## src/rtl/usb_if_pkg.sv

```systemverilog
// Shared definitions for the USB data-port command path: command and
// response word layout, decoder state encoding and default bus timeout.
package usb_if_pkg;

  // Command word layout: {we, address, write data}
  localparam int CMD_WE_BIT  = 31;
  localparam int CMD_ADR_HI  = 30;
  localparam int CMD_ADR_LO  = 16;
  localparam int CMD_DAT_HI  = 15;
  localparam int CMD_DAT_LO  = 0;

  // Response word reuses the address/data lanes; bit 31 flags a failure
  localparam int RSP_ERR_BIT = 31;

  // Wishbone wait cycles tolerated before a transaction is abandoned
  localparam int DEF_TIMEOUT = 255;

  typedef enum logic [2:0] {
    ST_IDLE  = 3'd0,
    ST_FETCH = 3'd1,
    ST_LATCH = 3'd2,
    ST_WB    = 3'd3,
    ST_RESP  = 3'd4,
    ST_PUSH  = 3'd5
  } dec_state_t;

endpackage

```

## src/rtl/dpi_cmd_dec.sv

```systemverilog
// Data-port-IN command decoder: pops 32-bit command words, runs each as one
// 16-bit Wishbone transaction and returns read data / error reports as
// 32-bit words on the data-port-OUT FIFO.
//
// state | meaning
// ------+------------------------------------------------------------
// IDLE  | waiting for a command word in the input FIFO
// FETCH | read strobe to the input FIFO (one cycle)
// LATCH | FIFO data valid; captured into the Wishbone request regs
// WB    | strobe on the bus, waiting for ack/err or timeout
// RESP  | response word held, waiting for room in the output FIFO
// PUSH  | output write strobe asserted for one cycle
module dpi_cmd_dec
  import usb_if_pkg::*;
#(
  parameter int unsigned TIMEOUT = DEF_TIMEOUT
) (
  input  logic        clk_i,
  input  logic        rst_i,
  input  logic        dpi_empty_i,
  output logic        dpi_rd_o,
  input  logic [31:0] dpi_dt_i,
  output logic        wb_cyc_o,
  output logic        wb_stb_o,
  output logic        wb_we_o,
  output logic [14:0] wb_adr_o,
  output logic [15:0] wb_dat_o,
  input  logic [15:0] wb_dat_i,
  input  logic        wb_ack_i,
  input  logic        wb_err_i,
  input  logic        dpo_full_i,
  output logic        dpo_wr_o,
  output logic [31:0] dpo_dt_o,
  output logic        busy_o,
  output logic [15:0] err_cnt_o
);

  localparam logic [15:0] TMO = 16'(TIMEOUT);

  dec_state_t  state;
  dec_state_t  state_nxt;
  logic [15:0] wait_cnt;
  logic [15:0] wait_nxt;
  logic [15:0] wait_inc;
  logic        rsp_load;
  logic        rsp_err;
  logic [31:0] rsp_word;

  assign wait_inc = wait_cnt + 16'd1;

  // Next-state logic; ack beats timeout, err beats ack
  always_comb begin
    state_nxt = state;
    wait_nxt  = wait_cnt;
    rsp_load  = 1'b0;
    rsp_err   = 1'b0;
    case (state)
      ST_IDLE: begin
        if (!dpi_empty_i) state_nxt = ST_FETCH;
      end
      ST_FETCH: begin
        state_nxt = ST_LATCH;
      end
      ST_LATCH: begin
        state_nxt = ST_WB;
        wait_nxt  = '0;
      end
      ST_WB: begin
        if (wb_err_i) begin
          state_nxt = ST_RESP;
          rsp_load  = 1'b1;
          rsp_err   = 1'b1;
        end else if (wb_ack_i) begin
          if (wb_we_o) begin
            state_nxt = ST_IDLE;
          end else begin
            state_nxt = ST_RESP;
            rsp_load  = 1'b1;
          end
        end else if (wait_inc == TMO) begin
          state_nxt = ST_RESP;
          rsp_load  = 1'b1;
          rsp_err   = 1'b1;
        end else begin
          wait_nxt = wait_inc;
        end
      end
      ST_RESP: begin
        if (!dpo_full_i) state_nxt = ST_PUSH;
      end
      ST_PUSH: begin
        state_nxt = ST_IDLE;
      end
      default: begin
        state_nxt = ST_IDLE;
      end
    endcase
  end

  // Response word assembled from the request address and the bus result
  always_comb begin
    rsp_word = '0;
    rsp_word[RSP_ERR_BIT]            = rsp_err;
    rsp_word[CMD_ADR_HI:CMD_ADR_LO]  = wb_adr_o;
    rsp_word[CMD_DAT_HI:CMD_DAT_LO]  = rsp_err ? 16'h0000 : wb_dat_i;
  end

  // State and wait-counter registers
  always_ff @(posedge clk_i or posedge rst_i) begin
    if (rst_i) begin
      state    <= ST_IDLE;
      wait_cnt <= '0;
    end else begin
      state    <= state_nxt;
      wait_cnt <= wait_nxt;
    end
  end

  // Registered outputs, decoded from the state being entered
  always_ff @(posedge clk_i or posedge rst_i) begin
    if (rst_i) begin
      dpi_rd_o  <= 1'b0;
      wb_cyc_o  <= 1'b0;
      wb_stb_o  <= 1'b0;
      wb_we_o   <= 1'b0;
      wb_adr_o  <= '0;
      wb_dat_o  <= '0;
      dpo_wr_o  <= 1'b0;
      dpo_dt_o  <= '0;
      busy_o    <= 1'b0;
      err_cnt_o <= '0;
    end else begin
      dpi_rd_o <= (state_nxt == ST_FETCH);
      wb_cyc_o <= (state_nxt == ST_WB);
      wb_stb_o <= (state_nxt == ST_WB);
      dpo_wr_o <= (state_nxt == ST_PUSH);
      busy_o   <= (state_nxt != ST_IDLE);
      if (state == ST_LATCH) begin
        wb_we_o  <= dpi_dt_i[CMD_WE_BIT];
        wb_adr_o <= dpi_dt_i[CMD_ADR_HI:CMD_ADR_LO];
        wb_dat_o <= dpi_dt_i[CMD_DAT_HI:CMD_DAT_LO];
      end
      if (rsp_load) begin
        dpo_dt_o <= rsp_word;
        if (rsp_err && (err_cnt_o != 16'hFFFF)) err_cnt_o <= err_cnt_o + 16'd1;
      end
    end
  end

endmodule

```

## config.mk

```make
export PLATFORM = sky130hd
export DESIGN_NAME = dpi_cmd_dec
export DESIGN_NICKNAME = d
export VERILOG_FILES = /design/src/rtl/usb_if_pkg.sv /design/src/rtl/dpi_cmd_dec.sv
export SDC_FILE = /design/constraint.sdc
export NUM_CORES = 1
export LEC_CHECK = 0
export CAP_MARGIN = 5
export CORE_UTILIZATION = 45
export CTS_CLUSTER_DIAMETER = 40
export DETAILED_ROUTE_END_ITERATION = 7
export PLACE_DENSITY_LB_ADDON = 0.15
export REMOVE_ABC_BUFFERS = 1
export SKIP_LAST_GASP = 1
export SLEW_MARGIN = 20
export SYNTH_ARGS = -nofsm -noshare
export SYNTH_HDL_FRONTEND = slang
export SYNTH_SLANG_ARGS = --single-unit
```

## constraint.sdc

```tcl
create_clock -name clk_i -period 4.25 [get_ports clk_i]
set_input_delay 0.6375 -clock clk_i [delete_from_list [all_inputs] [get_ports clk_i]]
set_output_delay 0.6375 -clock clk_i [all_outputs]
set_load 0.01 [all_outputs]
```

==> results.cfg <==
[outcome]
run_status = complete, no violations

[synthesis]
synth_top_cell_area_share_pct = 52.5
syn_avg_cell_area_um2 = 11.0
seq_area_frac_synth_pct = 52.5
synth_cells = 446
synth-simple-area-share_pct = 17.0
synthAdderAreaFrac_pct = 0.764
async_reset_ff_share_pct = 100
synth.area.top_cells = dfrtp_1 (52%), mux2_2 (11%), nand2_1 (3.7%)
synthMuxAreaShare_pct = 11.7
ys_warn_count = 0
synth-edff-count = 0
ys_ff_latch = 103
syn_area_um2 = 4910
synth.largest_area_cell = dfrtp_1
synth_cell_types = 56
synth_compound_area_share_pct = 8.35
ys.flop_type = dfrtp_1
synth_top_family_by_area = simple AND/OR/NAND/NOR gates
synth_xor_area_share_pct = 3.74

[critical_path]
required_ps = 4500
slowest_delay_ps = 540
arrival_ps = 3430
path_buf_inv = 1
crit_fanout = 17
endpoint_kind = flop
critPathTopFamily = compound AO/OA/AOI/OAI gates
worst_path_max_delay_cell = a21oi_4
start_kind = flop
cp_cell_sequence = ha_1 > inv_1 > or4_4 > a2111oi_4 > a31oi_4 > a21oi_4 > mux2_2
path_class = flop to flop

[placement]
post-place-ws_ps = 1090
place_congestion = 0.884
dp.cells = 679
port_buffers = 138
dpl_cell_area_um2 = 6240
dp_hpwl_um = 7950

[sta]
fmax_mhz = 315
post-route-min-period_ps = 3170
drv_slew = 0
post-route-period-util_pct = 74.7
timing.final.hold_violations = 0
slew_headroom_pct = 32.5
rsz0062_at_grt = false
fin_tns_setup_ps = 0
setup_slack_ps = 1080
holdWs_ps = 501
worst_slew_pin_slew_ps = 1010
finalSetupViolations = 0
clock_skew_ps = 7.15

[global_route]
use_met3_pct = 7.23
busiest_layer = met2
grt_pass1_vias = 3716
antenna_found_initial = 0
gr-total-overflow = 0
met2_usage_pct = 32.6
grt_pass1_wl_um = 18100
grt_max_degree = 45
grt.total_usage_pct = 20.5
met1_usage_pct = 26.3

[cts]
path_clk_slew_ps = 100
ctsResizeCount = 0
h-tree-depth = 3
post_cts_buffers = 0
clock-sinks = 103
clock_latency_ps = 360
cts-root-buf = clkbuf_8
ctsHoldBuffers = 0
cts_buffers = 9
clockBufferDepth = 2
cts_tree = done

[pwr]
p_sw_mw = 1.45
total_power_mw = 4.14
power_frac_comb_pct = 45.3
switching_share_pct = 35.1
cell_internal_pwr_mw = 2.69
seqPwrFrac_pct = 40.1
powerDensity_nw_per_um2 = 645
clockPowerShare_pct = 14.6
p_leak_nw = 2.63
ir_worst_vdd_uv = 363

[final_layout]
multiInputGateArea_um2 = 2040
postLayoutCoreUtil_pct = 61.4
syn_to_final_growth_pct = 30.7
num-fill-cells = 887
final_area_um2 = 6420
seq_area_um2 = 2580
layout_common_cells = clkdlybuf4s50_1 (138), dfrtp_1 (103), nand2_1 (48)
diodes = 0
fin_cells = 693
fin_nets = 611
final_common_cell = clkdlybuf4s50_1
layout-drive-gt1-share_pct = 14.2

[detailed_routing]
viasPerCell = 5.34
drc = 0
routedWlPerCell_um = 16.1
first_pass_iters = 5
postRouteAntennaNets = 0
vias = 3698
drtIter0Drc = 213
finalWirelength_um = 11100

[floorplanning]
start_util_pct = 47.0
die_area_um2 = 11300
ioPinCount = 139
die_w_um = 106
rows = 37
fp.dieH_um = 106
core_area_um2 = 10500

[flow_run]
maxCapViolCount = 0

[hold_path]
worstHoldPathType = flop to flop
==> power groups by stage <==
stage	logic (mW)	registers, mW	clock network, mW
CTS	1.90	1.66	0.622
global placement	1.87	1.66	0
floorplan	0.814	1.78	0
finish	1.88	1.66	0.603
detailed placement	1.89	1.68	0
global route	2.03	1.72	0.657
==> registers in the layout, indices dropped and copies added (netlist names) <==
register,count
dpo_dt_o,32
state,3
wb_adr_o,15
wb_dat_o,16
wb_we_o,1
wait_cnt,16
busy_o,1
err_cnt_o,16
dpi_rd_o,1
dpo_wr_o,1
wb_stb_o,1
==> final cells by class <==
class,instances,share of cell area (%)
flip-flops and latches,103,40.1
well taps,136,2.65
clock inverters,5,0.896
clock buffers,9,1.93
inverters,9,0.565
repair buffers,142,22.0
multi-input cells,289,31.8
==> final timing paths <==
path	from	to	slack, ps	depth (start not counted)
max reg2reg	wait_cnt[1]	dpo_dt_o[25]	1080	7
max	wait_cnt[1]	dpo_dt_o[25]	1080	7
min in group asynchronous	rst_i	wb_dat_o[8]	670	2
min reg2reg	dpo_dt_o[31]	dpo_dt_o[31]	500	1
max in group asynchronous	rst_i	dpo_dt_o[21]	2700	3
min	dpo_dt_o[31]	dpo_dt_o[31]	500	1
==> per-layer routing <==
metal / up-vias / routed length [um]
li1: 1764 / -
met1: 1806 / 4810
met2: 120 / 5310
met3: 8 / 911
met4: 0 / 92
met5: - / 0
==> synth_stat cells, types with 6 or more instances <==
cell type and instances:
a21oi_1 25, and3_1 6, buf_2 6, buf_4 20, clkbuf_1 18, dfrtp_1 103
inv_1 9, mux2_2 47, nand2_1 48, nand3_1 21, nand4_1 10, nor2_1 17
nor3_1 6, o21ai_0 11, or3_1 8, xnor2_1 13, xor2_1 8
==> kinds of logic (layout without fill, tap and decap cells) <==
logic type / after synthesis / count (layout)
AO/OA/AOI/OAI: 60 / 60
adder cells (fa/ha/maj): 3 / 3
XOR/XNOR: 21 / 21
buffers and inverters: 54 / 165
flip-flops: 103 / 103
multiplexers: 51 / 51
AND/OR/NAND/NOR: 154 / 154
Note: power is estimated with default switching activity, not from simulation.
